$ cat config.mk
export PLATFORM = sky130hd
export DESIGN_NAME = id_pair_packer
export DESIGN_NICKNAME = d
export VERILOG_FILES = /design/src/rtl/id_pair_packer.sv
export SDC_FILE = /design/constraint.sdc
export NUM_CORES = 2
export LEC_CHECK = 0
export BUFFER_PORTS_ARGS = -buffer_cell sky130_fd_sc_hd__buf_2
export CORE_MARGIN = 10
export CORE_UTILIZATION = 55
export CTS_BUF_LIST = sky130_fd_sc_hd__clkbuf_4 sky130_fd_sc_hd__clkbuf_8 sky130_fd_sc_hd__clkbuf_16
export CTS_CLUSTER_SIZE = 25
export DETAILED_ROUTE_END_ITERATION = 7
export PLACE_DENSITY_LB_ADDON = 0.15
export SLEW_MARGIN = 0
export SYNTH_ARGS = -nofsm -noshare
export SYNTH_HDL_FRONTEND = slang
export SYNTH_SLANG_ARGS = --single-unit
$ cat constraint.sdc
create_clock -name ap_clk -period 5.58 [get_ports ap_clk]
set_input_delay 0.558 -clock ap_clk [delete_from_list [all_inputs] [get_ports ap_clk]]
set_output_delay 0.558 -clock ap_clk [all_outputs]
set_load 0.005 [all_outputs]
$ cat src/rtl/id_pair_packer.sv
// Packs 2*VEC_ID_WIDTH-bit ID pairs into BUS_WIDTH-bit AXI-Stream beats for DMA writeback.
// Optional macro ID_PAIR_PACKER_COUNT_EN enables the saturating accepted-pair counter on o_PairCount.
module id_pair_packer #(
    parameter int BUS_WIDTH    = 512,
    parameter int VEC_ID_WIDTH = 8
) (
    input  logic                      ap_clk,
    input  logic                      ap_rstn,
    input  logic [2*VEC_ID_WIDTH-1:0] S_AXIS_ID_PAIR_tdata,
    input  logic                      S_AXIS_ID_PAIR_tvalid,
    input  logic                      S_AXIS_ID_PAIR_tlast,
    output logic                      S_AXIS_ID_PAIR_tready,
    output logic [BUS_WIDTH-1:0]      M_AXIS_DATA_tdata,
    output logic [BUS_WIDTH/8-1:0]    M_AXIS_DATA_tkeep,
    output logic                      M_AXIS_DATA_tvalid,
    output logic                      M_AXIS_DATA_tlast,
    input  logic                      M_AXIS_DATA_tready,
    output logic [31:0]               o_PairCount
);
    localparam int PW             = 2 * VEC_ID_WIDTH;
    localparam int PAIRS_PER_BEAT = BUS_WIDTH / PW;
    localparam int KW             = BUS_WIDTH / 8;
    localparam int CW             = (PAIRS_PER_BEAT > 1) ? $clog2(PAIRS_PER_BEAT) : 1;
    localparam logic [CW-1:0] LAST_SLOT = CW'(PAIRS_PER_BEAT - 1);

    typedef enum logic [0:0] {ST_FILL = 1'b0, ST_HOLD = 1'b1} state_t;

    // Byte enables covering the low n pairs of a beat.
    function automatic logic [KW-1:0] keep_for(input logic [CW:0] n);
        logic [KW-1:0] k;
        k = '0;
        for (int b = 0; b < KW; b++) begin
            k[b] = ((b * 8) < (int'(n) * PW));
        end
        return k;
    endfunction

    state_t                 r_state;
    state_t                 w_state_nxt;
    logic [BUS_WIDTH-1:0]   r_acc;
    logic [KW-1:0]          r_acc_keep;
    logic                   r_acc_last;
    logic [CW-1:0]          r_fill;
    logic                   r_s_ready;
    logic                   r_m_valid;
    logic [BUS_WIDTH-1:0]   r_m_data;
    logic [KW-1:0]          r_m_keep;
    logic                   r_m_last;

    logic                   w_accept;
    logic                   w_close;
    logic                   w_out_free;
    logic [BUS_WIDTH-1:0]   w_pair_ext;
    logic [BUS_WIDTH-1:0]   w_beat_data;
    logic [KW-1:0]          w_beat_keep;
    logic                   w_load_new;
    logic                   w_load_acc;
    logic                   w_hold_beat;
    logic                   w_add_pair;

    assign w_accept    = S_AXIS_ID_PAIR_tvalid & r_s_ready;
    assign w_close     = w_accept & ((r_fill == LAST_SLOT) | S_AXIS_ID_PAIR_tlast);
    assign w_out_free  = ~r_m_valid | M_AXIS_DATA_tready;
    assign w_pair_ext  = {{(BUS_WIDTH-PW){1'b0}}, S_AXIS_ID_PAIR_tdata};
    assign w_beat_data = r_acc | (w_pair_ext << (int'(r_fill) * PW));
    assign w_beat_keep = keep_for({1'b0, r_fill} + {{CW{1'b0}}, 1'b1});

    // Next-state and datapath control decode.
    always_comb begin
        w_state_nxt = r_state;
        w_load_new  = 1'b0;
        w_load_acc  = 1'b0;
        w_hold_beat = 1'b0;
        w_add_pair  = 1'b0;
        case (r_state)
            ST_FILL: begin
                if (w_close) begin
                    if (w_out_free) begin
                        w_load_new = 1'b1;
                    end else begin
                        w_hold_beat = 1'b1;
                        w_state_nxt = ST_HOLD;
                    end
                end else if (w_accept) begin
                    w_add_pair = 1'b1;
                end else begin
                    w_add_pair = 1'b0;
                end
            end
            ST_HOLD: begin
                if (w_out_free) begin
                    w_load_acc  = 1'b1;
                    w_state_nxt = ST_FILL;
                end else begin
                    w_load_acc = 1'b0;
                end
            end
            default: w_state_nxt = ST_FILL;
        endcase
    end

    // State register and registered input ready.
    always_ff @(posedge ap_clk or negedge ap_rstn) begin
        if (!ap_rstn) begin
            r_state   <= ST_FILL;
            r_s_ready <= 1'b0;
        end else begin
            r_state   <= w_state_nxt;
            r_s_ready <= (w_state_nxt == ST_FILL);
        end
    end

    // Accumulator; in HOLD it keeps the closed beat with its keep/last.
    always_ff @(posedge ap_clk or negedge ap_rstn) begin
        if (!ap_rstn) begin
            r_acc      <= '0;
            r_acc_keep <= '0;
            r_acc_last <= 1'b0;
            r_fill     <= '0;
        end else if (w_load_new || w_load_acc) begin
            r_acc      <= '0;
            r_acc_keep <= '0;
            r_acc_last <= 1'b0;
            r_fill     <= '0;
        end else if (w_hold_beat) begin
            r_acc      <= w_beat_data;
            r_acc_keep <= w_beat_keep;
            r_acc_last <= S_AXIS_ID_PAIR_tlast;
        end else if (w_add_pair) begin
            r_acc  <= w_beat_data;
            r_fill <= r_fill + {{(CW-1){1'b0}}, 1'b1};
        end
    end

    // Output beat register.
    always_ff @(posedge ap_clk or negedge ap_rstn) begin
        if (!ap_rstn) begin
            r_m_valid <= 1'b0;
            r_m_data  <= '0;
            r_m_keep  <= '0;
            r_m_last  <= 1'b0;
        end else if (w_load_new) begin
            r_m_valid <= 1'b1;
            r_m_data  <= w_beat_data;
            r_m_keep  <= w_beat_keep;
            r_m_last  <= S_AXIS_ID_PAIR_tlast;
        end else if (w_load_acc) begin
            r_m_valid <= 1'b1;
            r_m_data  <= r_acc;
            r_m_keep  <= r_acc_keep;
            r_m_last  <= r_acc_last;
        end else if (M_AXIS_DATA_tready) begin
            r_m_valid <= 1'b0;
        end
    end

    assign S_AXIS_ID_PAIR_tready = r_s_ready;
    assign M_AXIS_DATA_tvalid    = r_m_valid;
    assign M_AXIS_DATA_tdata     = r_m_data;
    assign M_AXIS_DATA_tkeep     = r_m_keep;
    assign M_AXIS_DATA_tlast     = r_m_last;

`ifdef ID_PAIR_PACKER_COUNT_EN
    logic [31:0] r_count;

    // Saturating count of accepted input pairs.
    always_ff @(posedge ap_clk or negedge ap_rstn) begin
        if (!ap_rstn) begin
            r_count <= 32'd0;
        end else if (w_accept && (r_count != 32'hFFFF_FFFF)) begin
            r_count <= r_count + 32'd1;
        end
    end

    assign o_PairCount = r_count;
`else
    assign o_PairCount = 32'd0;
`endif

endmodule
==> metrics.md <==
| Metric | Value |
|---|---|
| Post-synthesis cell count | `4505` |
| Initial antenna violation count | `7` |
| Fraction of synthesized cell area taken by the top area cell type | `63.4%` |
| Path category of the worst min-delay check | `input pin to flip-flop` |
| Total congestion overflow | `0` |
| First-pass iteration count of the detailed router | `6` |
| Insertion delay of the later-clocked pin in the worst-skew pair | `0.67 ns` |
| Transition time of the tightest slew-check pin | `1.24 ns` |
| Leading cell types by count after synthesis | `dfrtp_1, a21oi_1, nand2_1, nor2_1, o21ai_0` |
| Period utilization | `64.6%` |
| Flip-flop and latch count after synthesis | `1098` |
| Detailed Route WL | `136 mm` |
| Total negative setup slack | `0 ns` |
| Y dimension of the die | `301 um` |
| Synth area leader | `dfrtp_1` |
| Iteration-0 DRC Markers | `3109` |
| Highest clock rate | `278 MHz` |
| Maximum number of pins on one net before global-route repair | `139` |
| PostCTS Resize Cnt | `0` |
| Initial core utilization | `55.7%` |
| Clock Sinks | `1098` |
| Net total in the final layout | `4847` |
| Data required, critical path | `6.14 ns` |
| Total number of yosys warnings | `0` |
| CP Class | `flip-flop to flip-flop` |
| Half-perimeter wire length after detailed placement | `87.9 mm` |
| Number of input and output port buffers inserted | `599` |
| Worst reg2reg path depth | `8` |
| Placed instance area | `0.0466 mm2` |
| Summed area of non-filler cells in the final layout | `0.0505 mm2` |
| Most frequent cell after synthesis | `dfrtp_1` |
| Final setup viols | `0` |
| Clock Tree Root | `clkbuf_16` |
| Max-capacitance violation count | `0` |
| Power per unit of standard cell area | `366 mW/mm2` |
| Die area | `0.0904 mm2` |
| Share of cells above drive strength 1 | `19.1%` |
| Largest fanout on the critical path | `32` |
| Startpoint kind of the worst setup timing path | `flip-flop` |
| Result of the run | `finished clean` |
| I/O pin count | `632` |
| Inserted Clock Buffers | `108` |
| Global-route wire length before repair | `206 mm` |
| Unrepaired setup endpoints after global routing | `no` |
| Slew Limit Fails | `0` |
| Share of async-settable or async-resettable flops after synthesis | `100%` |
| EDFF count, synth | `0` |
| Cts hold-fix bufs | `1` |
| Period minus WS final | `3.60 ns` |
| Data arrival time at the worst-slack endpoint | `4.17 ns` |
| Number of global-route vias before repair | `33500` |
| Core Footprint | `0.0778 mm2` |
| Number of stages on the worst hold path | `3` |
| TritonCTS clock tree | `yes` |
| Max Root-Sink Buffers | `3` |
| Endpoint kind of the worst setup timing path | `flip-flop` |
| Post-Syn Area | `0.0433 mm2` |
| Final hold vios | `0` |
| Number of placement rows | `102` |
| Normalized max-slew margin | `17.0%` |
| Overall power | `18.5 mW` |
| Horizontal die dimension | `301 um` |
| Cell variety after synth | `57` |
| Setup skew after layout | `0.0178 ns` |
| Sequential cell area fraction in the yosys report | `63.4%` |
| Via/cell ratio | `5.76` |
| Detailed-route wire length per cell | `22.9 um` |
| CTS HTree Levels | `3` |
| Static leakage power | `25.1 nW` |
| Number of buffers inserted to repair setup after CTS | `0` |
| Top FF cell, synth | `dfrtp_1` |
| Routed Antenna Nets | `0` |
| Clock edge transition at the registers on the reported setup and hold paths | `0.06 ns` |
| Global-route total usage across every layer | `29.4%` |
| P&R area growth vs syn | `16.5%` |
| Total via count in the routed design | `34300` |
| Weighted congestion reported at the end of routability-driven placement | `0.891` |
| Syn_area_per_cell | `9.62 um2` |
| DR DRC count | `0` |
| Cell types occupying the most area after synthesis | `dfrtp_1, a21oi_1, o21ai_0` |
| Max VDD drop | `271 uV` |
| Worst hold margin | `0.205 ns` |
==> cells in the final DEF (no fill, tap or decap), drive strengths merged, types with 7 or more instances in the layout <==
master	count
a21oi	1060
a22o	7
and2	19
buf	672
bufinv	13
clkbuf	154
clkinv	26
conb	32
dfrtp	1098
inv	11
nand2	567
nand2b	10
nand3	15
nor2	558
nor2b	20
nor3	18
nor3b	9
o21ai	557
==> per-layer routing <==
layer | GRT usage [%] | part of all wire (%) | vias up
li1 | - | - | 15700
met5 | 0 | 0.048 | -
met3 | 7.55 | 9.3 | 225
met4 | 11.1 | 3.6 | 10
met1 | 39.0 | 40 | 17000
met2 | 46.3 | 47 | 1408
==> report_power, final <==
group / switching, mW / internal, mW
registers: 0.313 / 8.33
clock network: 3.16 / 4.66
logic: 1.52 / 0.531
total: 4.99 / 13.5
==> logic make-up (layout without fill, tap and decap cells) <==
group / after synthesis / in the layout / share of synthesized area, %
XOR/XNOR: 2 / 2 / 0.0404
AO/OA/AOI/OAI: 1655 / 1655 / 19.4
multiplexers: 6 / 6 / 0.141
AND/OR/NAND/NOR: 1237 / 1237 / 11.5
other: 1 / 33 / 0.00865
adder cells (fa/ha/maj): 3 / 3 / 0.0866
flip-flops: 1098 / 1098 / 63.4
buffers and inverters: 503 / 881 / 5.37
==> path summary, 6_finish.rpt <==
path,to,slack (ns),startpoint
worst max-delay path,M_AXIS_DATA_tdata[154]$_DFFE_PN0N_,1.98,r_fill[1]$_DFFE_PN0P_
worst min-delay path,M_AXIS_DATA_tdata[501]$_DFFE_PN0N_,0.20,S_AXIS_ID_PAIR_tdata[5]
worst max register to register,M_AXIS_DATA_tdata[154]$_DFFE_PN0N_,1.98,r_fill[1]$_DFFE_PN0P_
worst min register to register,r_acc_keep[43]$_DFFE_PN0P_,0.46,r_acc_keep[43]$_DFFE_PN0P_
max in group asynchronous,r_acc[138]$_DFFE_PN0P_,3.45,ap_rstn
min in group asynchronous,r_acc[380]$_DFFE_PN0P_,0.53,ap_rstn
==> worst max-delay path: stages, from the launching register on <==
cell and delay, ns:
dfrtp_1 0.53, ha_1 0.40, and3_1 0.22, ha_1 0.18, or2_2 0.21, nand4b_2 0.51, nor2_4 1.02, a21oi_1 0.16
o21ai_0 0.25
==> per-stage QoR <==
| stage | cells | utilization, % | setup slack, ns |
|---|---|---|---|
| 3_5_place_dp | 5752 | 59.9 | 2.03 |
| 2_1_floorplan | 4536 | - | 2.90 |
| 4_1_cts | 5954 | 64.9 | 2.01 |
| 3_3_place_gp | 5752 | 59.9 | 2.16 |
| 6_report | 5955 | 64.9 | 1.98 |
| 5_1_grt | 5954 | 64.9 | 1.77 |
==> state kept, by name, summed over array words and instances (netlist names) <==
| name | count |
|---|---|
| r_state | 1 |
| r_acc | 512 |
| r_acc_keep | 32 |
| S_AXIS_ID_PAIR_tready | 1 |
| M_AXIS_DATA_tdata | 512 |
| r_fill | 5 |
| r_acc_last | 1 |
| M_AXIS_DATA_tvalid | 1 |
| M_AXIS_DATA_tlast | 1 |
| M_AXIS_DATA_tkeep | 32 |
==> cell type report <==
cell class | count | area, um2
antenna | 1 | 2.50
tap | 1040 | 1300
sequential | 1098 | 27500
timing repair buffer | 673 | 3820
multi-input combinational | 2935 | 14000
clock buffer | 154 | 3230
clock inverter | 47 | 656
fill | 6485 | 27300
inverter | 7 | 26.3
(Power assumes the default switching activity.)
